## src/rtl/uart_rx_deserializer.sv

```systemverilog
// Receive-side deserializer of the 16550-style UART: oversampled start/data/parity/stop
// recovery from the RX pin, one FIFO push (or overrun pulse) per character with LSR status.
module uart_rx_deserializer #(
   parameter int unsigned OVERSAMPLE  = 16,
   parameter int unsigned SYNC_STAGES = 2
) (
   input  logic       clk,
   input  logic       rst,
   input  logic       baud_pulse,
   input  logic       rx_i,
   input  logic [1:0] wls_i,
   input  logic       pen_i,
   input  logic       eps_i,
   input  logic       stick_parity_i,
   input  logic       rx_fifo_full_i,
   output logic       push_o,
   output logic [7:0] data_o,
   output logic       pe_o,
   output logic       fe_o,
   output logic       bi_o,
   output logic       oe_o,
   output logic       busy_o
);

   localparam int unsigned TICK_W = $clog2(OVERSAMPLE + 1);
   localparam logic [TICK_W-1:0] HALF_TICK = TICK_W'(OVERSAMPLE / 2);
   localparam logic [TICK_W-1:0] FULL_TICK = TICK_W'(OVERSAMPLE);

   typedef enum logic [2:0] {
      IDLE      = 3'd0,
      START     = 3'd1,
      DATA      = 3'd2,
      PARITY    = 3'd3,
      STOP      = 3'd4,
      WAIT_IDLE = 3'd5
   } state_t;

   state_t              state_q, state_d;
   logic [SYNC_STAGES-1:0] sync_q;
   logic                rx_s;
   logic [TICK_W-1:0]   tick_q, tick_d, tick_inc;
   logic [2:0]          bit_q, bit_d, last_bit;
   logic [7:0]          sh_q, sh_d;
   logic [1:0]          wls_q, wls_d;
   logic                pen_q, pen_d, eps_q, eps_d, stick_q, stick_d;
   logic                par_bit_q, par_bit_d, perr_q, perr_d;
   logic                exp_par, ferr, brk;
   logic                push_q, push_d, oe_q, oe_d;
   logic                pe_q, pe_d, fe_q, fe_d, bi_q, bi_d;
   logic [7:0]          data_q, data_d;

   // Metastability synchronizer; idles high so reset never looks like a start bit
   always_ff @(posedge clk or posedge rst) begin
      if (rst) sync_q <= '1;
      else     sync_q <= {sync_q[SYNC_STAGES-2:0], rx_i};
   end
   assign rx_s = sync_q[SYNC_STAGES-1];

   assign tick_inc = tick_q + TICK_W'(1);
   assign last_bit = 3'd4 + {1'b0, wls_q};
   assign exp_par  = stick_q ? ~eps_q : (eps_q ? ^sh_q : ~(^sh_q));
   assign ferr     = ~rx_s;
   assign brk      = ~rx_s && (sh_q == 8'h00) && (!pen_q || !par_bit_q);

   always_ff @(posedge clk or posedge rst) begin
      if (rst) begin
         state_q   <= IDLE;
         tick_q    <= '0;
         bit_q     <= '0;
         sh_q      <= '0;
         wls_q     <= '0;
         pen_q     <= 1'b0;
         eps_q     <= 1'b0;
         stick_q   <= 1'b0;
         par_bit_q <= 1'b0;
         perr_q    <= 1'b0;
         push_q    <= 1'b0;
         oe_q      <= 1'b0;
         pe_q      <= 1'b0;
         fe_q      <= 1'b0;
         bi_q      <= 1'b0;
         data_q    <= 8'h00;
      end else begin
         state_q   <= state_d;
         tick_q    <= tick_d;
         bit_q     <= bit_d;
         sh_q      <= sh_d;
         wls_q     <= wls_d;
         pen_q     <= pen_d;
         eps_q     <= eps_d;
         stick_q   <= stick_d;
         par_bit_q <= par_bit_d;
         perr_q    <= perr_d;
         push_q    <= push_d;
         oe_q      <= oe_d;
         pe_q      <= pe_d;
         fe_q      <= fe_d;
         bi_q      <= bi_d;
         data_q    <= data_d;
      end
   end

   always_comb begin
      state_d   = state_q;
      tick_d    = tick_q;
      bit_d     = bit_q;
      sh_d      = sh_q;
      wls_d     = wls_q;
      pen_d     = pen_q;
      eps_d     = eps_q;
      stick_d   = stick_q;
      par_bit_d = par_bit_q;
      perr_d    = perr_q;
      push_d    = 1'b0;
      oe_d      = 1'b0;
      pe_d      = 1'b0;
      fe_d      = 1'b0;
      bi_d      = 1'b0;
      data_d    = data_q;

      if (baud_pulse) begin
         case (state_q)
            IDLE: begin
               if (!rx_s) begin
                  state_d   = START;
                  tick_d    = TICK_W'(1);
                  wls_d     = wls_i;
                  pen_d     = pen_i;
                  eps_d     = eps_i;
                  stick_d   = stick_parity_i;
                  sh_d      = 8'h00;
                  par_bit_d = 1'b0;
                  perr_d    = 1'b0;
               end
            end
            START: begin
               if (tick_inc == HALF_TICK) begin
                  tick_d  = '0;
                  bit_d   = '0;
                  state_d = rx_s ? IDLE : DATA;
               end else begin
                  tick_d = tick_inc;
               end
            end
            DATA: begin
               if (tick_inc == FULL_TICK) begin
                  tick_d        = '0;
                  sh_d[bit_q]   = rx_s;
                  if (bit_q == last_bit) state_d = pen_q ? PARITY : STOP;
                  else                   bit_d   = bit_q + 3'd1;
               end else begin
                  tick_d = tick_inc;
               end
            end
            PARITY: begin
               if (tick_inc == FULL_TICK) begin
                  tick_d    = '0;
                  par_bit_d = rx_s;
                  perr_d    = (rx_s != exp_par);
                  state_d   = STOP;
               end else begin
                  tick_d = tick_inc;
               end
            end
            STOP: begin
               // Character completes here; a full FIFO turns the push into an overrun
               if (tick_inc == FULL_TICK) begin
                  tick_d = '0;
                  pe_d   = perr_q;
                  fe_d   = ferr;
                  bi_d   = brk;
                  if (rx_fifo_full_i) begin
                     oe_d = 1'b1;
                  end else begin
                     push_d = 1'b1;
                     data_d = brk ? 8'h00 : sh_q;
                  end
                  state_d = (ferr || brk) ? WAIT_IDLE : IDLE;
               end else begin
                  tick_d = tick_inc;
               end
            end
            WAIT_IDLE: begin
               if (rx_s) state_d = IDLE;
            end
            default: state_d = IDLE;
         endcase
      end
   end

   assign push_o = push_q;
   assign oe_o   = oe_q;
   assign pe_o   = pe_q;
   assign fe_o   = fe_q;
   assign bi_o   = bi_q;
   assign data_o = data_q;
   assign busy_o = (state_q != IDLE);

endmodule

```

## config.mk

```make
export PLATFORM = sky130hd
export DESIGN_NAME = uart_rx_deserializer
export DESIGN_NICKNAME = d
export VERILOG_FILES = /design/src/rtl/uart_rx_deserializer.sv
export SDC_FILE = /design/constraint.sdc
export NUM_CORES = 1
export LEC_CHECK = 0
export ABC_CLOCK_PERIOD_IN_PS = 2080
export BUFFER_PORTS_ARGS = -buffer_cell sky130_fd_sc_hd__buf_2
export CAP_MARGIN = 20
export CORE_MARGIN = 1
export CORE_UTILIZATION = 55
export CTS_BUF_LIST = sky130_fd_sc_hd__clkbuf_4
export CTS_CLUSTER_DIAMETER = 30
export DETAILED_ROUTE_END_ITERATION = 7
export PLACE_DENSITY = 0.88
export SLEW_MARGIN = 20
export SYNTH_ARGS = -nofsm -noshare
export SYNTH_HDL_FRONTEND = slang
export SYNTH_SLANG_ARGS = --single-unit
```

## constraint.sdc

```tcl
create_clock -name clk -period 2.08 [get_ports clk]
set_input_delay 0.104 -clock clk [delete_from_list [all_inputs] [get_ports clk]]
set_output_delay 0.104 -clock clk [all_outputs]
set_load 0.01 [all_outputs]
```

# Word-level counts from Yosys, hierarchy flattened
# Index checks and enable logic that the tools add are counted.
dict set report op_classes {
  n_addsub 3
  n_lt_le_gt_ge 2
  n_eq_ne 17
  n_mux 50
  n_bitwise 4
  reduce_logical 23
}
# operator count
set op_table {}
lappend op_table {{two-way mux 3 bit} 12}
lappend op_table {{two-way mux 8 bit} 3}
lappend op_table {{two-way mux 1 bit} 23}
lappend op_table {{one-hot mux 3 bit (6 select lines)} 1}
lappend op_table {{!= test 2 bit, second input constant} 8}
lappend op_table {{one-hot mux 8 bit (2 select lines)} 1}
lappend op_table {{two-way mux 5 bit} 3}
lappend op_table {{one-hot mux 5 bit (3 select lines)} 1}
lappend op_table {{AND reduction 4 bit} 3}
lappend op_table {{bitwise mux 8 bit} 1}
lappend op_table {{logical NOT 8 bit} 1}
lappend op_table {{AND reduction 8 bit} 1}
lappend op_table {{parity 8 bit} 1}
lappend op_table {{== test 3 x 2 -> 1 bit, second input constant} 2}
lappend op_table {{== test 3 bit, second input constant} 2}
lappend op_table {{one-hot mux 3 bit (2 select lines)} 1}
lappend op_table {{AND reduction 3 bit} 2}
lappend op_table {{nonzero test 2 bit} 3}
lappend op_table {{nonzero test 3 bit} 2}
lappend op_table {{adder 5 x 1 -> 5 bit, second input constant} 1}
lappend op_table {{== test 5 x 4 -> 1 bit, second input constant} 1}
lappend op_table {{== test 5 bit, second input constant} 1}
lappend op_table {{AND reduction 5 bit} 1}
lappend op_table {{< comparator 3 x 4 -> 1 bit, second input constant} 1}
lappend op_table {{15 further kinds} 23}
dict set report totals {
  regBits 41
  in_bits 10
  out_inout_bits 14
  word_cells 116
}

# Depth between registers and ports, before layout
dict set report logic_depth {
  word_depth 7
  mapped_depth 9
  mapped_depth_nobuf 8
}

# Worst setup path after synthesis
# No wires, ideal clock.
dict set report synth_timing {
  path_kind {register to register}
  startpoint {reg tick_q[0]}
  endpoint {reg state_q[0]}
  setup_time_ns 0.128
  arrival_time_ns 2.058
  t_required_ns 1.952
  path_slack_ns -0.106
  stages_incl_launch_ff 9
  n_path_buf 1
  period_less_slack_ns 2.186
  path_cell_list {dfrtp_1 > ha_1 > or3_1 > o31ai_4 > and3_1 > buf_4 > o2bb2ai_2 > o2111ai_1 > mux2_1}
}
dict set report synth_between {
  elab_chain_cells 4
  elab_cells_between_ends 8
  classes_between {1 x add/sub; 6 x eq/ne; 1 x reduce/logical}
}
# item line_no
set synth_lines {}
lappend synth_lines {{from (decl)} 41} ;# logic [TICK_W-1:0] tick_q, tick_d, tick_inc;
lappend synth_lines {{from (signal assigned)} 85} ;# tick_q <= tick_d;
lappend synth_lines {{adder 5 x 1 -> 5 bit (*)} 59} ;# assign tick_inc = tick_q + TICK_W'(1);
lappend synth_lines {{== test 5 bit / == test 5 x 4 -> 1 bit (equally long branches)} --}
lappend synth_lines {{!= test 2 bit (no source line)} --}
lappend synth_lines {{AND reduction 8 bit (no source line) (*)} --}
lappend synth_lines {{to (signal assigned)} 84} ;# state_q <= state_d;
lappend synth_lines {{to (decl)} 38} ;# state_t state_q, state_d;
# Every way passes the cells marked *; elsewhere a longest branch is shown, timed or not.
# A chain may end at the register's enable or synchronous reset.

# Worst setup path in the final report
dict set report layout_timing {
  startpoint {reg tick_q[0]}
  endpoint {reg tick_q[0]}
}
dict set report layout_between {
  elab_chain_cells 4
  elab_cells_between_ends 6
  classes_between {1 x add/sub; 2 x eq/ne; 3 x mux}
}
# item line_no
set layout_lines {}
lappend layout_lines {{adder 5 x 1 -> 5 bit (*)} 59}
lappend layout_lines {{== test 5 bit / == test 5 x 4 -> 1 bit (equally long branches)} --}
lappend layout_lines {{two-way mux 5 bit, on equally long branches} --}
lappend layout_lines {{one-hot mux 5 bit (3 select lines) (*)} 122} ;# case (state_q)
# Marked as above.

==> impl_metrics.env <==
export IMPL_run_status="finished, violations left"
export IMPL_violations="setup timing"
export IMPL_placedCellCount=325
export IMPL_hp_start="baud_pulse"
export IMPL_grt_start_max_net_pins=42
export IMPL_fp_row_count=23
export IMPL_timing_critical_path_required_ns=2.35
export IMPL_post_synth_instance_area_um2=2440
export IMPL_finalInstanceArea_um2=2990
export IMPL_routedWlPerCell_um=16.5
export IMPL_worst_setup_path_start_kind="register"
export IMPL_p_comb_share_pct=51.9
export IMPL_grt_overflow_total=0
export IMPL_sequential_element_share_of_the_synthesized_area_pct=42.1
export IMPL_place_area_um2=2650
export IMPL_finalNetCount=313
export IMPL_maxCapViolCount=0
export IMPL_fin_crit_ns=2.24
export IMPL_timing_critical_path_arrival_ns=2.50
export IMPL_port_buffers=23
export IMPL_floorplan_die_width_um=68.7
export IMPL_worst_pin_slew_ns=0.534
export IMPL_min_period_over_period_pct=107
export IMPL_final_setup_worst_slack_ns=-0.155
export IMPL_drc=0
export IMPL_pwr_share_clk_pct=13.2
export IMPL_synth_async_reset_ratio_pct=100
export IMPL_worst_ir_drop_vdd_mv=0.629
export IMPL_path_clk_slew_ns=0.14
export IMPL_ios=24
export IMPL_cts_tree="built"
export IMPL_cellInternalPower_w=0.00180
export IMPL_first_pass_grt_wire_length_um=9190
export IMPL_antenna_cells=0
export IMPL_non_filler_instance_count_after_layout=347
export IMPL_first_global_vias=1974
export IMPL_clkSinkCount=41
export IMPL_max_slew_margin_rel_pct=64.3
export IMPL_critPathCaptureType="register"
export IMPL_layout_cell_share_with_drive_strength_beyond_1_pct=33.0
export IMPL_drt_iter0_markers=234
export IMPL_synth_lib_cells_used_distinct=65
export IMPL_power_net_switching_w=0.00132
export IMPL_hold_viol_final=0
export IMPL_hold_slack_ns=0.155
export IMPL_number_of_fill_cells_in_the_layout=291
export IMPL_cts_root_buf="sky130_fd_sc_hd__clkbuf_4"
export IMPL_fmax_ghz=0.447
export IMPL_switching_fraction_of_total_power_pct=42.4
export IMPL_yosys_warns=0
export IMPL_final_max_slew_viol_count=0
export IMPL_number_of_enable_type_register_cells_in_the_synthesized_netlist=0
export IMPL_worst_skew_pair_late_latency_ns=0.36
export IMPL_detailroute_via_count=2141
export IMPL_syn_instance_count=254
export IMPL_buffers_from_clock_root_to_sink_at_most=2
export IMPL_syn_num_nets=271
export IMPL_postRouteAntennaNets=0
export IMPL_dieArea_um2=4720
export IMPL_ys_ff_latch=41
export IMPL_final_setup_skew_ns=0.0158
export IMPL_synth_main_ff_cell="sky130_fd_sc_hd__dfrtp_1"
export IMPL_critical_path_startpoint="tick_q[0]"
export IMPL_post_synth_cell_area_avg_um2=9.63
export IMPL_unrepaired_setup_endpoints_after_global_routing="yes"
export IMPL_floorplan_initialDensity_pct=59.0
export IMPL_gpl_final_weighted_congestion=0.925
export IMPL_core_area_um2=4140
export IMPL_critical_path_reg2reg_startpoint="tick_q[0]"
export IMPL_worstPathMaxFanout=6
export IMPL_drtPass1Iterations=6
export IMPL_chipHeight_um=68.7
export IMPL_timing_worst_setup_path_type="register to register"
export IMPL_class_of_the_worst_hold_path="input pin to register"
export IMPL_avgViaCountPerCell=6.17
export IMPL_dp_final_hpwl_um=3880
export IMPL_pwr_density_nw_per_um2=1050
export IMPL_number_of_antenna_violations_at_the_first_check_in_global_routing=0
export IMPL_static_leakage_nw=1.29
export IMPL_tns_ns=-0.349
export IMPL_p_seq_share_pct=34.9
export IMPL_cts_buffers=5
export IMPL_wirelength_um=5740
export IMPL_design_power_total_w=0.00313
export IMPL_h_tree_depth=2
export IMPL_grt_total_usage_pct=27.1
export IMPL_setup_viol=6
export IMPL_areaGrowthSynthToFinish_pct=22.3
==> synth_stat cells, types with 2 or more instances <==
library cell / instances / area [µm²]
sky130_fd_sc_hd__dfrtp_1: 39 / 976
sky130_fd_sc_hd__nand2_1: 32 / 120
sky130_fd_sc_hd__nor2_1: 15 / 56.3
sky130_fd_sc_hd__inv_1: 14 / 52.6
sky130_fd_sc_hd__a21oi_1: 12 / 60.1
sky130_fd_sc_hd__nand3_1: 9 / 45.0
sky130_fd_sc_hd__o21ai_1: 9 / 45.0
sky130_fd_sc_hd__xnor2_1: 9 / 78.8
sky130_fd_sc_hd__o21ai_0: 8 / 40.0
sky130_fd_sc_hd__ha_1: 7 / 87.6
sky130_fd_sc_hd__buf_6: 5 / 56.3
sky130_fd_sc_hd__clkbuf_1: 5 / 18.8
sky130_fd_sc_hd__mux2_2: 5 / 56.3
sky130_fd_sc_hd__a32o_1: 4 / 40.0
sky130_fd_sc_hd__and3_1: 4 / 25.0
sky130_fd_sc_hd__nor3_1: 4 / 20.0
sky130_fd_sc_hd__buf_2: 3 / 15.0
sky130_fd_sc_hd__mux2i_1: 3 / 30.0
sky130_fd_sc_hd__nor2b_1: 3 / 18.8
sky130_fd_sc_hd__o41ai_1: 3 / 26.3
sky130_fd_sc_hd__a221oi_1: 2 / 17.5
sky130_fd_sc_hd__a31oi_1: 2 / 12.5
sky130_fd_sc_hd__and2_1: 2 / 12.5
sky130_fd_sc_hd__clkbuf_2: 2 / 10.0
sky130_fd_sc_hd__clkbuf_8: 2 / 27.5
sky130_fd_sc_hd__dfstp_2: 2 / 52.6
sky130_fd_sc_hd__nand2b_1: 2 / 12.5
sky130_fd_sc_hd__nand3_2: 2 / 20.0
sky130_fd_sc_hd__nand4_1: 2 / 12.5
sky130_fd_sc_hd__nor4_1: 2 / 12.5
sky130_fd_sc_hd__o2111ai_1: 2 / 17.5
sky130_fd_sc_hd__o311ai_0: 2 / 17.5
sky130_fd_sc_hd__o31ai_1: 2 / 15.0
sky130_fd_sc_hd__or3_1: 2 / 12.5
sky130_fd_sc_hd__or4_1: 2 / 15.0
sky130_fd_sc_hd__xor2_1: 2 / 17.5
==> power by group through the flow <==
| stage | Combinational [W] | Clock [W] | Sequential (W) |
|---|---|---|---|
| detailed placement | 0.00139 | 0 | 0.00109 |
| CTS | 0.00151 | 0.000423 | 0.00108 |
| floorplan | 0.00114 | 0 | 0.00103 |
| finish | 0.00162 | 0.000413 | 0.00109 |
| global route | 0.00176 | 0.000460 | 0.00110 |
| global placement | 0.00135 | 0 | 0.00107 |
==> through the flow <==
stage | setup WS, ns | utilization [%]
finish | -0.155 | 72.2
floorplan | -0.0120 | -
CTS | -0.133 | 69.9
global placement | -0.0545 | 64.0
detailed placement | -0.128 | 64.0
global route | -0.218 | 72.2
==> sequential cells by signal, summed over array words and instances, names as in the netlist <==
register / cells
data_o: 8
sh_q: 8
tick_q: 5
bit_q: 3
state_q: 3
sync_q: 2
wls_q: 2
bi_o: 1
eps_q: 1
fe_o: 1
oe_o: 1
par_bit_q: 1
pe_o: 1
pen_q: 1
perr_q: 1
push_o: 1
stick_q: 1
==> repair_timing <==
action,in CTS,in global routing
hold buffers,8,0
hold endpoints to repair,46,0
setup buffers,5,0
resized for setup,16,17
endpoints found under the setup margin,17,20
pin swaps,12,11
cloned,0,1
==> layout by cell type (no fill, tap or decap), types with 3 or more instances in the layout <==
cell	n
sky130_fd_sc_hd__mux2_2	5
sky130_fd_sc_hd__a32o_1	4
sky130_fd_sc_hd__nor2_1	13
sky130_fd_sc_hd__nor2_2	3
sky130_fd_sc_hd__dfrtp_1	36
sky130_fd_sc_hd__buf_2	23
sky130_fd_sc_hd__dlygate4sd3_1	8
sky130_fd_sc_hd__buf_6	3
sky130_fd_sc_hd__nor2b_1	3
sky130_fd_sc_hd__nor3_1	4
sky130_fd_sc_hd__and3_1	3
sky130_fd_sc_hd__dfrtp_2	3
sky130_fd_sc_hd__a21oi_1	11
sky130_fd_sc_hd__ha_1	5
sky130_fd_sc_hd__buf_4	17
sky130_fd_sc_hd__inv_1	14
sky130_fd_sc_hd__nand2_1	32
sky130_fd_sc_hd__o21ai_0	6
sky130_fd_sc_hd__nand3_1	8
sky130_fd_sc_hd__mux2i_1	3
sky130_fd_sc_hd__xnor2_1	8
sky130_fd_sc_hd__o21ai_1	11
sky130_fd_sc_hd__clkbuf_4	5
==> cell type report <==
| type | instances | area, µm² | area share (%) |
|---|---|---|---|
| inverters | 14 | 52.6 | 1.76 |
| clock inverters | 3 | 21.3 | 0.711 |
| multi-input cells | 182 | 1410 | 47.1 |
| repair buffers | 52 | 377 | 12.6 |
| clock buffers | 5 | 37.5 | 1.26 |
| well taps | 50 | 62.6 | 2.09 |
| flip-flops and latches | 41 | 1030 | 34.5 |
==> kinds of logic (layout without fill, tap and decap cells) <==
| group | after synthesis | count (layout) | synth area share (%) |
|---|---|---|---|
| and+or+nand+nor | 92 | 93 | 19.4 |
| xor gates and xnor gates | 12 | 12 | 4.61 |
| buffers and inverters | 32 | 74 | 7.68 |
| muxes | 9 | 9 | 3.99 |
| AOI/OAI and AO/OA | 61 | 61 | 18.7 |
| adders and majority gates | 7 | 7 | 3.58 |
| DFF | 41 | 41 | 42.1 |
==> worst paths after layout <==
check	to	depth (start not counted)	slack, ns
worst max-delay path	tick_q[0]	8	-0.16
worst min-delay path	tick_q[2]	2	0.15
worst max register to register	tick_q[0]	8	-0.16
worst min register to register	sync_q[1]	0	0.36
max in group asynchronous	sync_q[0]	4	1.30
min in group asynchronous	push_o	4	0.39
==> metal layers <==
metal  track usage, %  wire, µm  vias to the layer above
li1                 -         -                      990
met3             5.76       377                       15
met1             35.4      2410                     1035
met5                0         0                        -
met2             44.0      2840                      101
met4             9.38       108                        0
==> critical path, stage by stage, from the launching register on <==
cell,delay (ns)
sky130_fd_sc_hd__dfrtp_2,0.43
sky130_fd_sc_hd__buf_4,0.16
sky130_fd_sc_hd__nand3_1,0.13
sky130_fd_sc_hd__xnor2_2,0.21
sky130_fd_sc_hd__a2111oi_4,0.43
sky130_fd_sc_hd__o2bb2ai_2,0.14
sky130_fd_sc_hd__buf_4,0.16
sky130_fd_sc_hd__or4_4,0.41
sky130_fd_sc_hd__o311ai_2,0.08
Power figures use the tool's default switching activity.
